[src/rtl/controlador_matriz_if.sv]
// Row/frame bus between the matrix sequencer and the LED datapath plus its
// operator controls. master = sequencer side, slave = datapath/control side.
interface controlador_matriz_if;
    logic       habilitar;
    logic       modo_auto;
    logic       avancar;
    logic [2:0] contador;
    logic [1:0] quadro_sel;
    logic [6:0] linhas;
    logic       fim_varredura;

    modport master (
        input  habilitar,
        input  modo_auto,
        input  avancar,
        output contador,
        output quadro_sel,
        output linhas,
        output fim_varredura
    );

    modport slave (
        output habilitar,
        output modo_auto,
        output avancar,
        input  contador,
        input  quadro_sel,
        input  linhas,
        input  fim_varredura
    );
endinterface

[src/rtl/controlador_matriz.sv]
// Row scanner and frame selector for the 5x7 LED matrix; frames change only at scan wrap.
// Optional inter-row blanking state is enabled by defining the macro BRANCO_EN.
module controlador_matriz #(
    parameter int DIV_LINHA             = 1000,
    parameter int N_LINHAS              = 7,
    parameter int N_QUADROS             = 4,
    parameter int VARREDURAS_POR_QUADRO = 50,
    parameter int DIV_BRANCO            = 16
) (
    input  logic                 clk,
    input  logic                 reset,
    controlador_matriz_if.master bus
);

    localparam int PRESC_MAX = (DIV_LINHA > DIV_BRANCO) ? DIV_LINHA : DIV_BRANCO;
    localparam int PRESC_W   = $clog2(PRESC_MAX);
    localparam int VARR_W    = $clog2(VARREDURAS_POR_QUADRO + 1);

    localparam logic [PRESC_W-1:0] PRESC_FIM_LINHA = PRESC_W'(DIV_LINHA - 1);
    localparam logic [2:0]         ULTIMA_LINHA    = 3'(N_LINHAS - 1);
    localparam logic [1:0]         ULTIMO_QUADRO   = 2'(N_QUADROS - 1);
    localparam logic [VARR_W-1:0]  VARR_ALVO       = VARR_W'(VARREDURAS_POR_QUADRO);
`ifdef BRANCO_EN
    localparam logic [PRESC_W-1:0] PRESC_FIM_BRANCO = PRESC_W'(DIV_BRANCO - 1);
`endif

    typedef enum logic [1:0] {
        PARADO   = 2'd0,
        VARRENDO = 2'd1
`ifdef BRANCO_EN
        , BRANCO = 2'd2
`endif
    } estado_t;

    // Active-low one-hot row pattern; an index past the 7 drivers lights nothing
    function automatic logic [6:0] linha_ativa(input logic [2:0] idx);
        logic [7:0] mascara;
        mascara = 8'b0000_0001 << idx;
        return ~mascara[6:0];
    endfunction

    estado_t             estado_r;
    logic [PRESC_W-1:0]  presc_r;
    logic [VARR_W-1:0]   cont_varr_r;
    logic                pendente_r;
    logic                avancar_ant_r;
    logic                modo_ant_r;
    logic [2:0]          contador_r;
    logic [1:0]          quadro_sel_r;
    logic [6:0]          linhas_r;
    logic                fim_varredura_r;

    logic                borda_s;
    logic                modo_mudou_s;
    logic [VARR_W-1:0]   varr_prox_s;
    logic                troca_auto_s;
    logic [2:0]          contador_prox_s;
    logic [1:0]          quadro_prox_s;
    logic                fim_linha_s;
    logic                fecha_varr_s;

    assign bus.contador      = contador_r;
    assign bus.quadro_sel    = quadro_sel_r;
    assign bus.linhas        = linhas_r;
    assign bus.fim_varredura = fim_varredura_r;

    // Next-value helpers: button edge, wrap detection and counter successors
    always_comb begin
        borda_s      = bus.avancar & ~avancar_ant_r;
        modo_mudou_s = bus.modo_auto ^ modo_ant_r;
        varr_prox_s  = cont_varr_r + VARR_W'(1);
        troca_auto_s = bus.modo_auto & (varr_prox_s == VARR_ALVO);
        fim_linha_s  = (estado_r == VARRENDO) & bus.habilitar & (presc_r == PRESC_FIM_LINHA);
        if (contador_r == ULTIMA_LINHA) begin
            contador_prox_s = 3'd0;
        end else begin
            contador_prox_s = contador_r + 3'd1;
        end
        if (quadro_sel_r == ULTIMO_QUADRO) begin
            quadro_prox_s = 2'd0;
        end else begin
            quadro_prox_s = quadro_sel_r + 2'd1;
        end
        if (fim_linha_s && (contador_r == ULTIMA_LINHA)) begin
            fecha_varr_s = 1'b1;
        end else begin
            fecha_varr_s = 1'b0;
        end
    end

    // Sequencer FSM with registered row/frame outputs and scan book-keeping
    always_ff @(posedge clk) begin
        if (reset) begin
            estado_r        <= PARADO;
            presc_r         <= '0;
            cont_varr_r     <= '0;
            pendente_r      <= 1'b0;
            avancar_ant_r   <= 1'b0;
            modo_ant_r      <= 1'b0;
            contador_r      <= 3'd0;
            quadro_sel_r    <= 2'd0;
            linhas_r        <= 7'h7F;
            fim_varredura_r <= 1'b0;
        end else begin
            avancar_ant_r   <= bus.avancar;
            modo_ant_r      <= bus.modo_auto;
            fim_varredura_r <= fecha_varr_s;

            // An edge arriving on the wrap cycle itself is kept for the next scan
            if (fecha_varr_s) begin
                pendente_r <= borda_s;
                if (pendente_r || troca_auto_s) begin
                    quadro_sel_r <= quadro_prox_s;
                end else begin
                    quadro_sel_r <= quadro_sel_r;
                end
                if (!bus.modo_auto || modo_mudou_s || troca_auto_s) begin
                    cont_varr_r <= '0;
                end else begin
                    cont_varr_r <= varr_prox_s;
                end
            end else begin
                pendente_r   <= pendente_r | borda_s;
                quadro_sel_r <= quadro_sel_r;
                if (!bus.modo_auto || modo_mudou_s || !bus.habilitar) begin
                    cont_varr_r <= '0;
                end else begin
                    cont_varr_r <= cont_varr_r;
                end
            end

            case (estado_r)
                PARADO: begin
                    presc_r    <= '0;
                    contador_r <= 3'd0;
                    if (bus.habilitar) begin
                        estado_r <= VARRENDO;
                        linhas_r <= linha_ativa(3'd0);
                    end else begin
                        estado_r <= PARADO;
                        linhas_r <= 7'h7F;
                    end
                end
                VARRENDO: begin
                    if (!bus.habilitar) begin
                        estado_r   <= PARADO;
                        presc_r    <= '0;
                        contador_r <= 3'd0;
                        linhas_r   <= 7'h7F;
                    end else if (presc_r == PRESC_FIM_LINHA) begin
                        presc_r    <= '0;
                        contador_r <= contador_prox_s;
`ifdef BRANCO_EN
                        estado_r   <= BRANCO;
                        linhas_r   <= 7'h7F;
`else
                        estado_r   <= VARRENDO;
                        linhas_r   <= linha_ativa(contador_prox_s);
`endif
                    end else begin
                        presc_r <= presc_r + PRESC_W'(1);
                    end
                end
`ifdef BRANCO_EN
                BRANCO: begin
                    if (!bus.habilitar) begin
                        estado_r   <= PARADO;
                        presc_r    <= '0;
                        contador_r <= 3'd0;
                        linhas_r   <= 7'h7F;
                    end else if (presc_r == PRESC_FIM_BRANCO) begin
                        estado_r <= VARRENDO;
                        presc_r  <= '0;
                        linhas_r <= linha_ativa(contador_r);
                    end else begin
                        presc_r <= presc_r + PRESC_W'(1);
                    end
                end
`endif
                default: begin
                    estado_r   <= PARADO;
                    presc_r    <= '0;
                    contador_r <= 3'd0;
                    linhas_r   <= 7'h7F;
                end
            endcase
        end
    end

endmodule
[src/flat_wrapper.sv]
// flat-port wrapper written by rule: the top's interface ports become plain ports
module controlador_matriz_flat 
#(
    parameter int DIV_LINHA             = 1000,
    parameter int N_LINHAS              = 7,
    parameter int N_QUADROS             = 4,
    parameter int VARREDURAS_POR_QUADRO = 50,
    parameter int DIV_BRANCO            = 16
)
  (clk, reset, bus_habilitar, bus_modo_auto, bus_avancar, bus_contador, bus_quadro_sel, bus_linhas, bus_fim_varredura);
  controlador_matriz_if bus_i ();
  input  logic clk;
  input  logic reset;
  input wire logic [$bits(bus_i.habilitar)-1:0] bus_habilitar;
  input wire logic [$bits(bus_i.modo_auto)-1:0] bus_modo_auto;
  input wire logic [$bits(bus_i.avancar)-1:0] bus_avancar;
  output wire logic [$bits(bus_i.contador)-1:0] bus_contador;
  output wire logic [$bits(bus_i.quadro_sel)-1:0] bus_quadro_sel;
  output wire logic [$bits(bus_i.linhas)-1:0] bus_linhas;
  output wire logic [$bits(bus_i.fim_varredura)-1:0] bus_fim_varredura;
  assign bus_i.habilitar = bus_habilitar;
  assign bus_i.modo_auto = bus_modo_auto;
  assign bus_i.avancar = bus_avancar;
  assign bus_contador = bus_i.contador;
  assign bus_quadro_sel = bus_i.quadro_sel;
  assign bus_linhas = bus_i.linhas;
  assign bus_fim_varredura = bus_i.fim_varredura;
  controlador_matriz #(.DIV_LINHA(DIV_LINHA), .N_LINHAS(N_LINHAS), .N_QUADROS(N_QUADROS), .VARREDURAS_POR_QUADRO(VARREDURAS_POR_QUADRO), .DIV_BRANCO(DIV_BRANCO)) u_core (.clk(clk), .reset(reset), .bus(bus_i));
endmodule
[config.mk]
export PLATFORM = sky130hd
export DESIGN_NAME = controlador_matriz_flat
export DESIGN_NICKNAME = d
export VERILOG_FILES = /design/src/rtl/controlador_matriz_if.sv /design/src/rtl/controlador_matriz.sv /design/src/flat_wrapper.sv
export SDC_FILE = /design/constraint.sdc
export NUM_CORES = 1
export LEC_CHECK = 0
export ABC_AREA = 1
export BUFFER_PORTS_ARGS = -buffer_cell sky130_fd_sc_hd__buf_2
export CORE_ASPECT_RATIO = 0.5
export CORE_MARGIN = 1.5
export CORE_UTILIZATION = 45
export CTS_CLUSTER_SIZE = 10
export DETAILED_ROUTE_END_ITERATION = 7
export GPL_TIMING_DRIVEN = 0
export RECOVER_POWER = 100
export SKIP_LAST_GASP = 1
export SLEW_MARGIN = 10
export SYNTH_ARGS = -nofsm -noshare
export SYNTH_HDL_FRONTEND = slang
export SYNTH_SLANG_ARGS = --single-unit
export TNS_END_PERCENT = 100
[constraint.sdc]
create_clock -name clk -period 2.1 [get_ports clk]
set_clock_uncertainty 0.15 [all_clocks]
set_input_delay 0.21 -clock clk [delete_from_list [all_inputs] [get_ports clk]]
set_output_delay 0.21 -clock clk [all_outputs]
set_load 0.03 [all_outputs]
* After elaboration in Yosys (flattened, before gate mapping)
Cells that the tools add are included.
** Cells by class
- Add/sub/neg operators :: 4
- Eq/ne operators :: 6
- Shift-type cells :: 1
- Mux-type cells :: 15
- Bitwise logic cells :: 10
- Reduce and logical (&&, ||, !) cells :: 12
** Operator list (count)
- two-way mux 6 bit :: 3
- two-way mux 7 bit :: 2
- case mux 7 bit (2 select lines) :: 1
- adder 10 x 1 -> 10 bit, second input constant :: 1
- equality test 10 bit, second input constant :: 1
- inverter 7 bit :: 1
- left shift 1 x 3 -> 7 bit, first input constant :: 1
- adder 6 x 1 -> 6 bit, second input constant :: 1
- equality test 6 bit, second input constant :: 1
- two-way mux 2 bit :: 3
- bitwise AND 1 bit :: 4
- logical OR 1 bit :: 4
- two-way mux 1 bit :: 4
- case mux 2 bit (2 select lines) :: 1
- OR reduction 4 bit :: 1
- adder 3 x 1 -> 3 bit, second input constant :: 1
- equality test 3 bit, second input constant :: 1
- two-way mux 3 bit :: 1
- inequality test 3 bit, second input constant :: 1
- inverter 1 bit :: 3
- OR reduction 3 bit :: 1
- adder 2 x 1 -> 2 bit, second input constant :: 1
- equality test 2 x 1 -> 1 bit, second input constant :: 1
- equality test 2 bit, second input constant :: 1
- 7 further kinds :: 8
** Word-level totals
- Register bits :: 34
- Output and inout port bits :: 13

* Longest topological paths before layout
- Depth after elaboration :: 7
- Depth in mapped cells :: 10
- Mapped depth without buffers :: 10

* Least setup slack after synthesis
Ideal clock, no wire load.
- Path type :: register -> register
- Start point :: register u_core.presc_r[0]
- End point :: register u_core.presc_r[4]
- Setup time :: 0.120 ns
- Arrival time :: 1.361 ns
- Path slack :: 0.469 ns
- Stages on the path, launching flop included :: 10
- Buffers on the path :: 1
- Period minus slack after synthesis :: 1.631 ns
- Cell sequence :: dfxtp_1 > ha_1 > nand2_2 > nor3_4 > nand2_2 > nand2_4 > inv_2 > nand2_2 > buf_6 > nor3b_2
** Between the ends
- Word-level cells in the longest chain between the ends :: 2
- Elaborated cells between the ends (all ways) :: 3
- Those cells by class :: add/sub (1); eq/ne (1); reduce/logical (1)
** RTL lines
- from (decl) :: RTL line controlador_matriz.sv:43 : logic [PRESC_W-1:0] presc_r;
- from (signal assigned) :: RTL line controlador_matriz.sv:161 : presc_r <= presc_r + PRESC_W'(1);
- parallel branches: the longest is 2 deep, another holds adder 10 x 1 -> 10 bit
Parallel ways; which one is timed is not known.
A chain may end at the register's enable or synchronous reset.

* Worst setup path after layout
- Start point :: register u_core.presc_r[0]
- End point :: register u_core.cont_varr_r[4]
** Between the ends
- Word-level cells in the longest chain between the ends :: 5
- Elaborated cells between the ends (all ways) :: 6
- Those cells by class :: eq/ne (1); mux (2); bitwise (1); reduce/logical (2)
** RTL lines
- equality test 10 bit * :: RTL line controlador_matriz.sv:73 : fim_linha_s = (estado_r == VARRENDO) & bus.habilitar & (presc_r == PRESC_FIM_LINHA);
- bitwise AND 1 bit * :: RTL line controlador_matriz.sv:73
- logical AND 1 bit * :: RTL line controlador_matriz.sv:84 : if (fim_linha_s && (contador_r == ULTIMA_LINHA)) begin
- two-way mux 1 bit * :: RTL line controlador_matriz.sv:84
- two-way mux 6 bit / nonzero test 2 bit (equally long branches)
- to (signal assigned) :: RTL line controlador_matriz.sv:120 : cont_varr_r <= varr_prox_s;
- to (signal assigned) :: RTL line controlador_matriz.sv:128 : cont_varr_r <= cont_varr_r;
- to (decl) :: RTL line controlador_matriz.sv:44 : logic [VARR_W-1:0] cont_varr_r;
Mark *: on every way between the ends. The rest lies on a longest branch, timed or not.

==> impl_metrics.yaml <==
grt:
  antenna_found_initial: 0
  overflow: 0
  grt_pass1_vias: 1217
  grt_max_degree: 11
  grt_pass1_wl_um: 5070
  grt_usage_pct: 17.3
power_and_ir_drop:
  finalPower_w: 0.00116
  ir_drop_uv: 257
  power_per_cell_area_nw_per_um2: 669
  p_leak_nw: 0.668
clock_network:
  clkTransAtPathRegs_ps: 60
  insertion_delay_ps: 270
  clock-sinks: 33
  numCtsBuffers: 5
  clock_path_buffers: 2
  htreeDepth: 2
  cts-resized-gates: 0
  clockRootBuffer: "clkbuf_8"
  cts_tree: "yes"
routing:
  viasPerCell: 4.93
  vias: 1321
  ant_nets: 0
  drt_iter0_drc: 88
  drt-pass1-iter-count: 4
  drc_errors: 0
  wl_per_cell_um: 10.9
  wirelength_um: 2930
logic_synthesis:
  postSynthAreaPerCell_um2: 7.61
  syn-cell-area_um2: 1540
  yosys_warnings: 0
  yosysSeqAreaShare_pct: 42.8
  synth_nets: 212
  synth_cell_types: 31
  ys_ff_latch: 33
  synthCells: 203
worst_hold_path:
  hold_path.class: "input port to register"
critical_path:
  crit_buf_inv: 0
  crit_fanout: 9
  crit_chain: "ha_1 -> nand2_1 -> nor3_4 -> nand4_4 -> nor2_4 -> nand3_1 -> o21ai_1"
  cp-start-kind: "register"
  crit_slowest_cell: "dfxtp_1"
  max_stage_delay_ps: 370
  critical_path_class: "register to register"
  critPathTopFamily: "simple AND/OR/NAND/NOR gates"
  cp.required_ps: 2150
  arrival_ps: 1940
  end_kind: "register"
finish:
  final_util_pct: 55.5
  nNetsFinal: 237
  layout_commonest_cell: "nand2_1"
  fillers: 318
  areaGrowthSynthToFinish_pct: 12.7
  final_layout_size_suffix_gt1_share_pct: 10.1
  final_cell_mix: "37 x nand2_1, 33 x dfxtp_1, 27 x inv_1, 25 x nor2_1, 20 x nand3_1"
  diodes: 0
sta:
  hold-worst-slack_ps: 14.6
  worst_pin_slew_ps: 449
  setup_viol: 0
  slew_headroom_pct: 69.9
  rsz0062_at_grt: "no"
  fmax_mhz: 531
  finalCritPeriodShare_pct: 89.7
  period_minus_slack_ps: 1880
  maxSlewViolCount: 0
  tns_ps: 0
  finalHoldViolCount: 0
die:
  ios: 18
  die_h_um: 44.4
  core_area_um2: 3140
  rows: 14
  dieArea_um2: 3810
  initial_utilization_pct: 49.2
  die_w_um: 85.8
status:
  status: "complete, no violations"
placed_design:
  dp.final_hpwl_um: 2260
  port_buffers: 17
  gp_congestion: 0.779
job:
  cap_violations: 0
worst min-delay path, stage by stage:
cell	delay [ps]
buf_2	110
inv_1	50
nor2_1	30
synth_stat cells:
cell type	count	area (um^2)
nand3b_1	2	15.0
inv_1	27	101
xnor2_1	1	8.76
nor2_2	1	6.26
nor2_4	1	11.3
nand2_4	1	11.3
nand4_4	1	21.3
nand2_1	36	135
o31ai_1	1	7.51
a21oi_1	7	35.0
buf_6	1	11.3
inv_2	3	11.3
xor2_1	2	17.5
nand3_1	19	95.1
a211oi_1	1	7.51
nor3_1	7	35.0
buf_4	1	7.51
nand2_2	3	18.8
nand3_2	2	20.0
ha_1	4	50.1
nor3b_2	2	25.0
o21ai_0	8	40.0
nand4_1	4	25.0
o21ai_1	4	20.0
o21bai_1	1	7.51
dfxtp_1	33	661
nor3_4	1	16.3
a21boi_0	1	7.51
o211ai_1	2	15.0
nor2_1	25	93.8
or2_2	1	6.26
worst paths after layout:
kind / startpoint / end / slack [ps] / cells after the start
min reg2reg: u_core.avancar_ant_r / u_core.pendente_r / 260 / 1
min: bus_modo_auto / u_core.modo_ant_r / 10 / 3
max: u_core.presc_r[0] / u_core.cont_varr_r[4] / 220 / 7
max reg2reg: u_core.presc_r[0] / u_core.cont_varr_r[4] / 220 / 7
cells by family (layout without fill, tap and decap cells):
kind of cell	count (synthesis)	count (layout)	synth area share (%)
xor+xnor	3	3	1.70
fa+ha+maj	4	4	3.24
compound gates	25	25	9.08
simple gates	106	106	34.7
flops	33	33	42.8
buf+inv	32	57	8.51
where the power goes:
part,switching (W),leakage (nW),internal (W)
sequential,0.00000492,0.268,0.000636
clock,0.000210,0.0443,0.000260
combinational,0.0000365,0.355,0.0000168
total,0.000251,0.668,0.000913
per-layer routing:
metal / wire length (um) / track usage (%) / up-vias
met3: 101 / 6.16 / 2
met1: 1450 / 20.7 / 598
li1: - / - / 709
met2: 1370 / 30.2 / 12
met4: 12 / 4.84 / 0
met5: 0 / 0 / -
metrics by stage:
step / std cells / area [um^2] / worst slack, ps
2_1_floorplan: 203 / 1540 / 469
3_3_place_gp: 260 / 1680 / 309
3_5_place_dp: 260 / 1680 / 291
4_1_cts: 268 / 1780 / 287
5_1_grt: 268 / 1740 / 74.9
6_report: 268 / 1740 / 217
registers in the layout, indices dropped and copies added (netlist names):
signal                    count
u_core.cont_varr_r            6
u_core.modo_ant_r             1
u_core.avancar_ant_r          1
u_core.bus.fim_varredura      1
u_core.estado_r               1
u_core.bus.quadro_sel         2
u_core.bus.linhas             7
u_core.bus.contador           3
u_core.presc_r               10
u_core.pendente_r             1
timing repair:
item                      in CTS  in global routing
hold endpoints to repair       1                  0
buffers inserted               0                  0
hold buffers                   1                  0
final cells by class:
type                    instances  area, um^2  area share [%]
plain buffers                   2        18.8            1.08
clock buffers                   7        86.3            4.96
inverters                      30         113            6.47
multi-input cells             138         734            42.2
flip-flops and latches         33         661            38.0
well taps                      40        50.0            2.88
repair buffers                 18        77.6            4.46
No activity file was read; power rests on OpenSTA's default activity.
